==> config.mk <==
export PLATFORM = sky130hd
export DESIGN_NAME = uart_rx_fifo
export DESIGN_NICKNAME = d
export VERILOG_FILES = /design/src/rtl/uart_rx_fifo.sv
export SDC_FILE = /design/constraint.sdc
export NUM_CORES = 1
export LEC_CHECK = 0
export ABC_AREA = 1
export CAP_MARGIN = 10
export CORE_AREA = 2 2 139 141
export CTS_CLUSTER_DIAMETER = 40
export DETAILED_ROUTE_END_ITERATION = 7
export DIE_AREA = 0 0 141 143
export PLACE_DENSITY = 0.77
export SLEW_MARGIN = 30
export SYNTH_ARGS = -nofsm -noshare
export SYNTH_HDL_FRONTEND = slang
export SYNTH_SLANG_ARGS = --single-unit
==> constraint.sdc <==
create_clock -name clk -period 3.33 [get_ports clk]
set_input_delay 0.333 -clock clk [delete_from_list [all_inputs] [get_ports clk]]
set_output_delay 0.333 -clock clk [all_outputs]
set_load 0.02 [all_outputs]
==> src/rtl/uart_rx_fifo.sv <==
// 8N1 UART receiver with 16x fractional oversampling, 3-sample majority voting
// and a show-ahead receive FIFO with sticky framing/overrun flags.
module uart_rx_fifo #(
  parameter int unsigned CLKFREQ = 1000000,
  parameter int unsigned DEPTH   = 8
) (
  input  logic                     clk,
  input  logic                     resetq,
  input  logic [31:0]              baud,
  input  logic                     rx,
  input  logic                     rd,
  input  logic                     clr_err,
  output logic                     valid,
  output logic [7:0]               data,
  output logic [$clog2(DEPTH):0]   level,
  output logic                     busy,
  output logic                     frame_err,
  output logic                     overrun,
  output logic                     brk
);

  localparam int unsigned AW = $clog2(DEPTH);

  typedef enum logic [1:0] {IDLE, START, DATA, STOP} state_t;

  state_t      state_q, state_d;
  logic        rx_meta_q, rs_q, rs_prev_q;
  logic [39:0] acc_q, acc_d, n;
  logic [3:0]  sc_q, sc_d;
  logic [2:0]  bitcnt_q, bitcnt_d;
  logic [7:0]  shreg_q, shreg_d;
  logic        s7_q, s7_d, s8_q, s8_d;
  logic        ferr_q, ferr_d, ovr_q, ovr_d, brk_q, brk_d;
  logic [AW:0] wptr_q, wptr_d, rptr_q, rptr_d;
  logic [7:0]  mem_q [DEPTH];

  logic tick, decide, vote, push, pop, we, full, empty, ferr_set, ovr_set;

  always_ff @(posedge clk or negedge resetq) begin
    if (!resetq) begin
      rx_meta_q <= 1'b1;
      rs_q      <= 1'b1;
      rs_prev_q <= 1'b1;
      state_q   <= IDLE;
      acc_q     <= '0;
      sc_q      <= '0;
      bitcnt_q  <= '0;
      shreg_q   <= '0;
      s7_q      <= 1'b1;
      s8_q      <= 1'b1;
      ferr_q    <= 1'b0;
      ovr_q     <= 1'b0;
      brk_q     <= 1'b0;
      wptr_q    <= '0;
      rptr_q    <= '0;
    end else begin
      rx_meta_q <= rx;
      rs_q      <= rx_meta_q;
      rs_prev_q <= rs_q;
      state_q   <= state_d;
      acc_q     <= acc_d;
      sc_q      <= sc_d;
      bitcnt_q  <= bitcnt_d;
      shreg_q   <= shreg_d;
      s7_q      <= s7_d;
      s8_q      <= s8_d;
      ferr_q    <= ferr_d;
      ovr_q     <= ovr_d;
      brk_q     <= brk_d;
      wptr_q    <= wptr_d;
      rptr_q    <= rptr_d;
    end
  end

  // FIFO storage needs no reset: data is masked to zero while empty.
  always_ff @(posedge clk) begin
    if (we) mem_q[wptr_q[AW-1:0]] <= shreg_q;
  end

  always_comb begin
    n        = acc_q + {4'b0, baud, 4'b0};
    tick     = (n >= 40'(CLKFREQ));
    acc_d    = tick ? (n - 40'(CLKFREQ)) : n;
    sc_d     = tick ? sc_q + 4'd1 : sc_q;
    decide   = tick && (sc_q == 4'd9);
    vote     = (s7_q & s8_q) | (s7_q & rs_q) | (s8_q & rs_q);
    s7_d     = (tick && sc_q == 4'd7) ? rs_q : s7_q;
    s8_d     = (tick && sc_q == 4'd8) ? rs_q : s8_q;
    state_d  = state_q;
    bitcnt_d = bitcnt_q;
    shreg_d  = shreg_q;
    push     = 1'b0;
    ferr_set = 1'b0;
    brk_d    = 1'b0;

    unique case (state_q)
      IDLE: begin
        sc_d = '0;
        if (rs_prev_q && !rs_q) begin
          state_d = START;
          acc_d   = '0;
        end
      end
      START: begin
        if (decide && vote) begin
          state_d = IDLE;
        end else if (tick && sc_q == 4'd15) begin
          state_d  = DATA;
          bitcnt_d = '0;
        end
      end
      DATA: begin
        if (decide) shreg_d = {vote, shreg_q[7:1]};
        if (tick && sc_q == 4'd15) begin
          if (bitcnt_q == 3'd7) state_d = STOP;
          else                  bitcnt_d = bitcnt_q + 3'd1;
        end
      end
      STOP: begin
        if (decide) begin
          state_d = IDLE;
          if (vote) begin
            push = 1'b1;
          end else begin
            ferr_set = 1'b1;
            brk_d    = (shreg_q == 8'h00);
          end
        end
      end
      default: state_d = IDLE;
    endcase
  end

  always_comb begin
    empty   = (wptr_q == rptr_q);
    full    = (wptr_q[AW] != rptr_q[AW]) && (wptr_q[AW-1:0] == rptr_q[AW-1:0]);
    pop     = rd && !empty;
    // A pop in the same cycle frees the slot, so a full FIFO still accepts the push.
    we      = push && (!full || pop);
    ovr_set = push && full && !pop;
    wptr_d  = we  ? wptr_q + 1'b1 : wptr_q;
    rptr_d  = pop ? rptr_q + 1'b1 : rptr_q;
    ferr_d  = ferr_set | (ferr_q & ~clr_err);
    ovr_d   = ovr_set  | (ovr_q  & ~clr_err);
  end

  assign valid     = !empty;
  assign data      = empty ? 8'h00 : mem_q[rptr_q[AW-1:0]];
  assign level     = wptr_q - rptr_q;
  assign busy      = (state_q != IDLE);
  assign frame_err = ferr_q;
  assign overrun   = ovr_q;
  assign brk       = brk_q;

endmodule

---- Word-level counts from Yosys, hierarchy flattened ----
Memories as Yosys holds them, arrays and structs flattened.
Index checks and enable logic that the tools add are counted.
word-level totals
  memories kept ........................... 1
  input bits .............................. 37
  register bits after elaboration ......... 73
  memory bits (writable) .................. 64
memories
  memory  depth  bits a word  rd ports  clocked after Yosys merged registers in  wr ports  line  text
  mem_q   8      8            1         0                                        1         35    logic [7:0] mem_q [DEPTH];
cells by class
  add/subtract/negate cells ............... 7
  mux-type cells .......................... 29
  bitwise gates (word level) .............. 10
  equal/unequal tests ..................... 19
  order comparisons ....................... 1
  reduce and logical (&&, ||, !) cells .... 24
operators with widths
  kind                                                   count
  two-way mux 40 bit                                     3
  adder 40 x 36 -> 40 bit                                1
  >= comparator 40 x 20 -> 1 bit, second input constant  1
  subtractor 40 x 20 -> 40 bit, second input constant    1
  inequality test 2 bit, second input constant           7
  adder 4 x 1 -> 4 bit, second input constant            3
  equality test 4 bit, second input constant             3
  two-way mux 2 bit                                      6
  two-way mux 3 bit                                      4
  logical AND 1 bit                                      11
  two-way mux 1 bit                                      11
  AND reduction 5 bit                                    2
  logical NOT 8 bit                                      1
  two-way mux 4 bit                                      2
  two-way mux 8 bit                                      1
  case mux 2 bit (4 select lines)                        1
  case mux 3 bit (2 select lines)                        1
  nonzero test 2 bit                                     3
  bitwise AND 1 bit                                      5
  equality test 2 bit, second input constant             2
  equality test 4 x 3 -> 1 bit, second input constant    1
  equality test 4 bit                                    1
  logical NOT 1 bit                                      4
  OR 1 bit                                               4
  other kinds (11)                                       11

---- Logic depth before layout (Yosys ltp) ----
  depth after elaboration ................. 9
  depth in mapped cells ................... 25
  mapped depth without buffers ............ 25

---- Worst setup path after synthesis ----
OpenSTA, ideal clock, no wires.
  kind .................................... in2reg
  from .................................... input port baud[0]
  to ...................................... memory mem_q[2][0], enable pin
  data arrival time ....................... 3.089 ns
  path slack .............................. -0.129 ns
  cell stages on the path ................. 19
  buffers on the path ..................... 0
  data required time ...................... 2.960 ns
  cells stage by stage .................... ha_1 inv_1 fa_1 xnor2_1 inv_1 ha_1 inv_1 o21ai_2 nand2_1 nand3_1 nand2_1 a21oi_4 nand4_4 nand2_4 inv_2 nand3_4 nor2_8 nand2_2 nor2_1
on the way
  word-level cells in the longest chain between the ends .. 8
ends and longest elaborated chain
  element                                  line  text
  from (decl)                              9     input logic [31:0] baud,
  adder 40 x 36 -> 40 bit                  81    n = acc_q + {4'b0, baud, 4'b0};
  >= comparator 40 x 20 -> 1 bit           82    tick = (n >= 40'(CLKFREQ));
  logical AND 1 bit                        85    decide = tick && (sc_q == 4'd9);
  two-way mux 1 bit                        120   if (decide) begin
  two-way mux 1 bit                        96    unique case (state_q)
  logical AND 1 bit                        139   we = push && (!full || pop);
  two-way mux 1 bit                        77    if (we) mem_q[wptr_q[AW-1:0]] <= shreg_q;
  two-way mux 1 bit (implied by the code)  77
  to (decl)                                35
No other way between the ends.

---- Final worst setup path ----
  from .................................... register acc_q[9]
  to ...................................... memory mem_q[7][0], enable pin
on the way
  word-level cells in the longest chain between the ends .. 8
ends and longest elaborated chain
  element                                  line  text
  from (decl)                              28    logic [39:0] acc_q, acc_d, n;
  from (signal assigned)                   45    acc_q <= '0;
  from (signal assigned)                   61    acc_q <= acc_d;
  adder 40 x 36 -> 40 bit                  81
  >= comparator 40 x 20 -> 1 bit           82
  logical AND 1 bit                        85
  two-way mux 1 bit                        120
  two-way mux 1 bit                        96
  logical AND 1 bit                        139
  two-way mux 1 bit                        77
  two-way mux 1 bit (implied by the code)  77
No other way between the ends.

==> results.py <==
metrics = {
    "logic_synthesis": {
        "synth_simple_gate_area_frac": 0.328,
        "synth_top_family_by_area": "simple AND/OR/NAND/NOR gates",
        "post_synth_instance_area_sq_um": 9330,
        "muxShareOfSynthArea": 0,
        "yosys_warnings": 0,
        "synth_nets": 1383,
        "synth_cell_types": 49,
        "synth_cells": 1300,
        "synth_seq_cells": 133,
        "ys_seq_area_frac": 0.392,
        "synthAdderAreaFrac": 0.0643,
        "synth_xor_area_frac": 0.0139,
        "avgSynthCellArea_sq_um": 7.18,
        "synth-compound-area-share": 0.108,
    },
    "timing": {
        "max_freq_mhz": 294,
        "timing.final.crit_share": 1.02,
        "finalSetupViolCount": 63,
        "hold_violations": 0,
        "slew_violations": 0,
        "period_needed_ns": 3.40,
        "rsz0062_at_grt": "true",
        "worst_pin_slew_ns": 0.708,
        "slew_headroom": 0.526,
        "setup_ws_ns": -0.0686,
        "skew_ns": 0.0114,
    },
    "floorplan": {
        "pin_count": 54,
        "floorplan.die_area_sq_um": 20200,
        "num_rows": 50,
        "initial_core_util": 0.502,
        "fp.dieW_um": 141,
        "die_y_um": 143,
        "core_area_sq_um": 18600,
    },
    "pwr": {
        "p_leak_nw": 6.02,
        "p_per_area_nw_per_um2": 1140,
        "power.total_mw": 14.1,
        "ir_drop_mv": 0.815,
    },
    "detailed_routing": {
        "route.detailed.drc": 0,
        "vias": 9561,
        "ant_nets": 0,
        "drtIter0Drc": 934,
        "vias_per_cell": 5.43,
        "routed_wl_mm": 28.1,
        "wire_per_inst_um": 15.9,
        "drtPass1Iterations": 5,
    },
    "worst_setup_path": {
        "endpoint_kind": "register",
        "critPathSlowestCell": "dfrtp_1",
        "cp_max_fo": 8,
        "critPathKind": "register to register",
        "crit_chain": "ha_1, nand2_1, inv_1, nand2_1, nand2_1, inv_1, buf_4, nand3_1, nand2_1, nand2_1, nor3_2, nand3_2, nor2_4, nor2_2, nand4_4, nand2_4, inv_4, nand3_4, nor2_8, nand2_8, nor2_4, buf_6",
        "crit_top_cell": "nand2_1",
        "crit_arrival_ns": 3.54,
        "worstSetupStartpointType": "register",
        "r2r_slack_ns": -0.07,
        "crit_required_ns": 3.47,
        "critical-path-max-stage-delay_ns": 0.40,
    },
    "grt": {
        "grt_pass1_vias": 8948,
        "grt_use_total": 0.275,
        "overflow": 0,
        "antenna_found_initial": 0,
        "grt_pass1_wl_mm": 43.2,
        "grt_max_degree": 70,
    },
    "placement": {
        "portBuffers": 53,
        "hpwl_mm": 20.6,
        "routabilityCongestion": 0.960,
    },
    "finish": {
        "nets": 1598,
        "syn2layout_area_growth_pct": 32.5,
        "fin_util": 0.666,
        "layout_commonest_cell": "nand2_1",
        "antennaDiodeCount": 0,
        "drive_gt1_frac": 0.218,
        "final_cell_mix": "nand2_1 (350), inv_1 (194), buf_4 (153)",
    },
    "clock_tree": {
        "clkSlewWorstSetupHoldPaths_ns": 0.07,
        "numCtsBuffers": 17,
        "clk_path_buf_depth": 2,
        "clock_latency_ns": 0.43,
        "cts.sinks": 133,
        "h-tree-depth": 4,
        "root_buffer": "clkbuf_16",
        "cts_tree": "yes",
    },
    "worst_hold_path": {
        "hp-class": "input pin to register",
    },
    "status": {
        "status": "finished, violations left",
        "violations": "setup timing",
    },
    "job": {
        "cap_violations": 0,
    },
}
## final cells by class
class	count	area, sq um
fillers	1467	6210
multi-input cells	942	5220
flip-flops and latches	133	3660
repair buffers	216	1790
inverters	205	774
clock buffers	17	425
well taps	234	293
clock inverters	15	205
## cell families (layout without fill, tap and decap cells)
kind of cell               Yosys count  count (layout)
AOI/OAI and AO/OA                  185             185
and+or+nand+nor                    696             696
xor gates and xnor gates            14              14
adders and majority gates           47              47
DFF                                133             133
buffers and inverters              225             453
## routing by layer
| metal | GRT usage | up-vias | routed length [um] |
|---|---|---|---|
| met1 | 0.360 | 4410 | 11700 |
| met5 | 0 | - | 0 |
| li1 | - | 4642 | - |
| met3 | 0.0533 | 83 | 2210 |
| met2 | 0.443 | 426 | 12900 |
| met4 | 0.126 | 0 | 1280 |
## per-stage QoR
stage	setup WS (ns)	cell area (sq um)	setup TNS, ns	std cells	hold slack, ns
2_1_floorplan	-0.129	9340	-7.19	1300	0.0374
3_3_place_gp	-0.354	11200	-32.90	1724	0.346
3_5_place_dp	-0.506	11200	-44.97	1724	0.347
4_1_cts	-0.0241	11900	-0.505	1756	0.0875
5_1_grt	-0.205	12400	-11.46	1762	0.330
6_report	-0.0686	12400	-1.39	1762	0.309
## registers in the layout, summed over array words and instances, names as in the netlist
name	cells
rs_q	1
state_q	2
overrun	1
s8_q	1
brk	1
frame_err	1
sc_q	4
mem_q	64
bitcnt_q	3
s7_q	1
rx_meta_q	1
rptr_q	4
shreg_q	8
acc_q	36
rs_prev_q	1
wptr_q	4
## synth_stat cells (all sizes together)
cell type / n / area share
xnor2: 7 / 0.0066
buf: 6 / 0.0066
clkbuf: 14 / 0.0056
a21oi: 60 / 0.033
o311ai: 1 / 0.00094
maj3: 1 / 0.0011
and3: 2 / 0.0013
xor2: 7 / 0.0074
nor3b: 2 / 0.0016
clkinv: 2 / 0.00080
a211oi: 4 / 0.0032
dfrtp: 64 / 0.17
ha: 44 / 0.059
o21ai: 91 / 0.049
nor2: 171 / 0.077
dfstp: 5 / 0.014
fa: 2 / 0.0043
or2: 4 / 0.0029
o22ai: 9 / 0.0060
o21bai: 4 / 0.0032
o211ai: 1 / 0.00080
nand4: 21 / 0.016
inv: 203 / 0.082
and2: 3 / 0.0020
edfxtp: 64 / 0.21
a31oi: 11 / 0.0074
nand3: 77 / 0.046
a31o: 1 / 0.00094
nor3: 15 / 0.0080
nand2: 394 / 0.17
nor4: 1 / 0.00067
o21a: 3 / 0.0024
nand3b: 6 / 0.0048
## critical path, delay by kind of cell, from the launching register on
| family | cells | cell delay [ns] |
|---|---|---|
| AND/OR/NAND/NOR | 16 | 1.81 |
| buffers and inverters | 5 | 0.54 |
| flip-flops | 1 | 0.40 |
| adder cells (fa/ha/maj) | 1 | 0.33 |
## what timing repair did
item | 4_1_cts | 5_1_grt
resized for setup | 9 | 99
endpoints found under the hold margin | 0 | 29
pin swaps | 0 | 15
buffers inserted | 0 | 5
hold buffers | 0 | 1
endpoints found under the setup margin | 66 | 120
## power breakdown
group          switching [mW]  internal, mW  leakage (nW)
logic                    5.49          3.99          4.35
clock network           0.867          1.16         0.308
registers               0.374          2.20          1.37
## path summary, 6_finish.rpt
| check | from | end | depth (start not counted) |
|---|---|---|---|
| min in group asynchronous | resetq | acc_q[10]$_DFF_PN0_ | 2 |
| worst min-delay path | rx | rx_meta_q$_DFF_PN1_ | 1 |
| max in group asynchronous | resetq | wptr_q[0]$_DFFE_PN0P_ | 2 |
| worst max-delay path | acc_q[9]$_DFF_PN0_ | mem_q[7][0]$_DFFE_PP_ | 22 |
| worst max register to register | acc_q[9]$_DFF_PN0_ | mem_q[7][0]$_DFFE_PP_ | 22 |
| worst min register to register | rx_meta_q$_DFF_PN1_ | rs_q$_DFF_PN1_ | 0 |
No activity file was read; power rests on OpenSTA's default activity.
==> edit 1, RTL diff (same flow settings) <==
Register the outputs `valid`, `data`, `level` and `busy`, with the module's reset; this adds one clock of latency there. The other outputs are not delayed to match.
--- a/src/rtl/uart_rx_fifo.sv
+++ b/src/rtl/uart_rx_fifo.sv
@@ -146,6 +146,15 @@
 
-  assign valid     = !empty;
-  assign data      = empty ? 8'h00 : mem_q[rptr_q[AW-1:0]];
-  assign level     = wptr_q - rptr_q;
-  assign busy      = (state_q != IDLE);
+  always_ff @(posedge clk or negedge resetq) begin
+    if (!resetq) begin
+      valid <= '0;
+      data  <= '0;
+      level <= '0;
+      busy  <= '0;
+    end else begin
+      valid <= !empty;
+      data  <= empty ? 8'h00 : mem_q[rptr_q[AW-1:0]];
+      level <= wptr_q - rptr_q;
+      busy  <= (state_q != IDLE);
+    end
+  end
   assign frame_err = ferr_q;
Function: changed (Yosys sat finds a counterexample within 4 cycles, from zero or initial values and one cycle with resetq low).
==> edit 1 against the unedited design <==
  * The run still ends with negative setup slack left
  * Design area up 4.0%
  * Synthesized cell count fell by 2.0%
  * Area after synthesis increased by 1.4%
  * Largest power group unchanged
  * Setup slack lost 0.030 ns
  * Total power increased by 0.14%
  * Routed wire length down 1.3%
  * Sequential cell count rose by 14
  * Clock power down 10%
==> edit 1: results <==
routing:
  routedWlPerCell_um: 15.86
  vias: 9350
  firstDrtPassIters: 5
  drt-initial-drc-count: 1019
sta:
  layout_setup_ws_ns: -0.09880
  setup_violations: 64
  hold_slack_ns: 0.3109
  skew_ns: 0.01100
  max_slew_margin_pct: 39.73
  tns_ns: -3.838
logic_synthesis:
  ys_top_cells_by_area: "dfrtp_1 (21%), edfxtp_1 (20%), nand2_1 (14%)"
  synth.top_cells.by_count: "nand2_1 (355), inv_1 (193), nor2_1 (171), dfrtp_1 (78), o21ai_0 (78)"
  yosys.cell_types.count: 47
  synth-seq-area-share_pct: 42.33
  yosys_warnings: 0
  synth_enable_flop_cells: 64
  syn-num-nets: 1357
  async_flop_share_pct: 56.46
  yosys.area.top_type: "dfrtp_1"
worst_hold_path:
  hold_path.startpoint: "rx"
  hold_class: "primary input to flip-flop"
  hold_depth: 1
  hold_end: "rx_meta_q"
critical_path:
  worst-path-max-fanout: 8
  cp.arrival_ns: 3.57
  cpMaxStageDelayCell: "dfrtp_1"
  reg2reg_from: "acc_q[11]"
  rrSetupSlack_ns: -0.1
  reg2reg_depth: 24
  reg2reg_to: "mem_q[0][5]"
  slowest_delay_ns: 0.42
run:
  cap_violations: 0
power_and_ir_drop:
  ir_worst_vdd_v: 0.0007688
  p_leak_uw: 0.006105
cells_and_area:
  largest_reg_flops: 64
  num_antenna_cells: 0
  final_nets: 1585
  layout-drive-gt1-share_pct: 25.61
global_route:
  grt_pass1_wl_um: 42190
  grt_pass1_vias: 8544
  antenna_found_initial: 0
  use_met1_pct: 37.05
  use_met2_pct: 43.39
  grt_usage_pct: 26.72
  grt_max_degree: 70
  grtUsageMet3_pct: 4.829
cts:
  htreeDepth: 4
  clk_path_buf_depth: 2
  path_clk_slew_ns: 0.06
  clk_latency_ns: 0.43
  clock-root-buffer: "clkbuf_16"
  numCtsBuffers: 17
outcome:
  status: "complete, but fails checks"
  violations: "negative setup slack"
placed_design:
  globalplace.congestion: 0.9352
  dp_hpwl_um: 19670
  preCtsSetupSlack_ns: -0.4263
  portBuffers: 53
-- edit 1: cell count changes after synthesis, moves of 8 or more --
| cell | change |
|---|---|
| dfrtp_1 | +14 |
| nand3_1 | -18 |
| nand2_1 | -14 |
| nor2_1 | +14 |
| o21ai_1 | -14 |
| o21ai_0 | +8 |
| nand3b_1 | +9 |
-- edit 1: cell type report --
class / count / area (µm²)
fillers: 1384 / 5712
multi-input cells: 912 / 5366
flip-flops and latches: 147 / 4005
repair buffers: 229 / 1921
inverters: 195 / 732.0
clock buffers: 20 / 436.7
well taps: 234 / 292.8
clock inverters: 12 / 115.1
-- edit 1: metrics by stage --
stage               area, µm²  cells
finish                  12870   1749
global route            12870   1749
CTS                     11990   1739
detailed placement      11420   1707
global placement        11420   1707
floorplan                9464   1274
-- edit 1: worst max-delay path by stage --
stage | startpoint | end | slack [ns]
final | acc_q[11] | mem_q[0][5] | -0.1
after global routing | acc_q[11] | mem_q[6][2] | -0.25
after CTS | acc_q[17] | mem_q[2][3] | 0.01
after detailed placement | baud[0] | mem_q[4][1] | -0.43
after global placement | baud[0] | mem_q[0][1] | -0.37
after floorplan | baud[0] | mem_q[0][0] | -0.06
-- edit 1: power by group --
| part | leakage (µW) | switching [µW] | internal (µW) |
|---|---|---|---|
| sequential | 0.00152 | 448 | 2460 |
| clock | 0.000266 | 726 | 1090 |
| combinational | 0.00432 | 5290 | 4090 |
| total | 0.00611 | 6460 | 7640 |
-- edit 1: cell families after synthesis --
family / synth area share [%]
adders and majority gates: 6.348
and+or+nand+nor: 30.67
buffers and inverters: 8.992
xor gates and xnor gates: 1.838
DFF: 42.33
AOI/OAI and AO/OA: 9.825
-- edit 1: layer usage --
layer,wire length [µm],vias to the layer above
li1,-,4541
met1,12020,4396
met2,13250,359
met3,1855,54
met4,611,0
met5,0,-
-- edit 1: worst max-delay path, delay by kind of cell, from the launching register on --
| family | cells | cell delay [ns] |
|---|---|---|
| flip-flops | 1 | 0.42 |
| buffers and inverters | 4 | 0.47 |
| AND/OR/NAND/NOR | 19 | 2.00 |
| adder cells (fa/ha/maj) | 1 | 0.26 |
-- edit 1: timing repair --
action / CTS / global route
buffers inserted: 0 / 9
gates resized for setup: 3 / 183
hold buffers: 0 / 1
setup endpoints to repair: 64 / 121
pin swaps: 1 / 39
hold endpoints to repair: 0 / 61
==> edit 2, RTL diff (config.mk and constraints unchanged) <==
Made on the original files. The parameter `DEPTH` goes from 8 to 4.
--- a/src/rtl/uart_rx_fifo.sv
+++ b/src/rtl/uart_rx_fifo.sv
@@ -4,3 +4,3 @@
   parameter int unsigned CLKFREQ = 1000000,
-  parameter int unsigned DEPTH   = 8
+  parameter int unsigned DEPTH   = 4
 ) (
Ports: changed (resized level); port bits go from 54 to 53. No check against the original RTL was run, so the function may have changed too.
==> edit 2 against the unedited design <==
  * Routed wire length is 22% lower
  * Clock skew increased by 0.00089 ns
  * Core utilization fell by 12 points
  * Sequential cell count is 34 lower
  * Register-to-register slack improved by 0.20 ns
  * Area after synthesis down 19%
  * Cell count down 11%
  * Total power is 23% lower
  * Design area decreased by 18%
  * Setup slack better by 0.19 ns
  * Largest cell class unchanged
  * Highest routed layer unchanged
==> edit 2: results <==
placed_design:
  dp_hpwl_um: 17350
  dp_cells: 1535
  portBuffers: 52
  preCtsSetupSlack_ns: -0.4761
  globalplace.congestion: 0.9583
  place_area_um2: 9435
logic_synthesis:
  synth.top_cells.by_count: "nand2_1 (312), inv_1 (193), nor2_1 (138), a21oi_1 (66), nand3_1 (63)"
  syn-num-nets: 1197
  synth-seq-area-share_pct: 34.98
  avgSynthCellArea_um2: 6.797
  synthFlopType: "dfrtp_1"
  synth_compound_area_share_pct: 11.02
  async_flop_share_pct: 67.68
  synthXorXnorAreaFrac_pct: 1.490
  synth_enable_flop_cells: 32
  yosys.cell_types.count: 43
  ys_top_cells_by_area: "dfrtp_1 (21%), nand2_1 (15%), edfxtp_1 (13%)"
  yosys.area_share.adder_pct: 8.277
global_route:
  antenna_found_initial: 0
  grt_pass1_wl_um: 34540
  grt_max_degree: 44
  grt_pass1_vias: 7225
  grt_usage_pct: 21.85
cts:
  htreeDepth: 3
  clock-root-buffer: "clkbuf_16"
  clk_latency_ns: 0.36
  numCtsBuffers: 9
  path_clk_slew_ns: 0.08
  clk_path_buf_depth: 2
cells_and_area:
  final_common_cell: "nand2_1"
  num_antenna_cells: 0
  layout-drive-gt1-share_pct: 21.08
  largest_reg_flops: 36
  fillers: 1677
  final_nets: 1408
routing:
  viasPerCell: 5.018
  routedWlPerCell_um: 14.12
  vias: 7838
  drt-initial-drc-count: 486
  firstDrtPassIters: 5
power_and_ir_drop:
  ir_worst_vdd_v: 0.0004276
  p_leak_uw: 0.005139
  power_switching_uw: 5235
sta:
  skew_ns: 0.01231
  worst_slew_pin_slew_ns: 0.6919
outcome:
  status: "finished clean"
critical_path:
  slowest_delay_ns: 0.46
  cpMaxStageDelayCell: "clkdlybuf4s50_1"
  cp.arrival_ns: 3.28
worst_hold_path:
  hold_class: "primary input to async pin"
==> edit 2: power by group through the flow <==
stage | Clock (µW) | Combinational (µW) | Sequential [µW]
floorplan | 0 | 4110 | 1870
global placement | 0 | 7080 | 1990
detailed placement | 0 | 7210 | 2000
CTS | 1160 | 7280 | 1980
global route | 1220 | 8550 | 2030
finish | 1150 | 7760 | 1980
==> edit 2: worst max-delay path: cells and delay by family <==
kind	cells	cell delay, ns
adder cells (fa/ha/maj)	2	0.53
buffers and inverters	5	0.86
AO/OA/AOI/OAI	1	0.09
AND/OR/NAND/NOR	14	1.47
==> edit 2: logic make-up after synthesis <==
family | Yosys count
xor gates and xnor gates | 12
buffers and inverters | 209
adders and majority gates | 49
AOI/OAI and AO/OA | 151
and+or+nand+nor | 592
DFF | 99
==> edit 2: area by class of cell <==
class / count / area, µm² / share of cell area [%]
multi-input combinational: 804 / 4350 / 43.01
clock buffer: 9 / 225.2 / 2.227
sequential: 99 / 2644 / 26.14
clock inverter: 7 / 100.1 / 0.9896
inverter: 196 / 735.7 / 7.274
timing repair buffer: 213 / 1767 / 17.47
tap: 234 / 292.8 / 2.895
==> edit 2: path summary, 6_finish.rpt <==
kind,to,cells past startpoint,slack [ns],start
max,mem_q[1][6],22,0.12,baud[0]
min,acc_q[22],1,0.01,resetq
max reg2reg,mem_q[1][6],18,0.13,acc_q[14]
min reg2reg,rs_q,0,0.36,rx_meta_q
max in group asynchronous,s8_q,2,2.59,resetq
min in group clk,rs_q,0,0.36,rx_meta_q
==> edit 2: per-layer routing <==
layer / wire, µm / up-vias / track usage, % / part of all wire, %
met3: 1341 / 46 / 3.421 / 6.1
li1: - / 3968 / - / -
met5: 0 / - / 0 / 0
met4: 730 / 0 / 8.526 / 3.3
met1: 9298 / 3567 / 27.59 / 42
met2: 10680 / 257 / 37.72 / 48
==> edit 2: repair_timing <==
action	in CTS	in global routing
resized for setup	3	72
endpoints found under the setup margin	37	87
pin swaps	3	19
endpoints found under the hold margin	0	0
buffers inserted	2	9
==> edit 2: through the flow <==
step           setup TNS (ns)  utilization (%)  hold WS, ns
6_report                    0            54.44      0.01392
5_1_grt               -0.8470            54.44      0.05306
4_1_cts                     0            52.65      0.03272
3_5_place_dp           -27.98            50.78       0.3487
3_3_place_gp           -21.10            50.78       0.3460
2_1_floorplan               0                -      0.03741
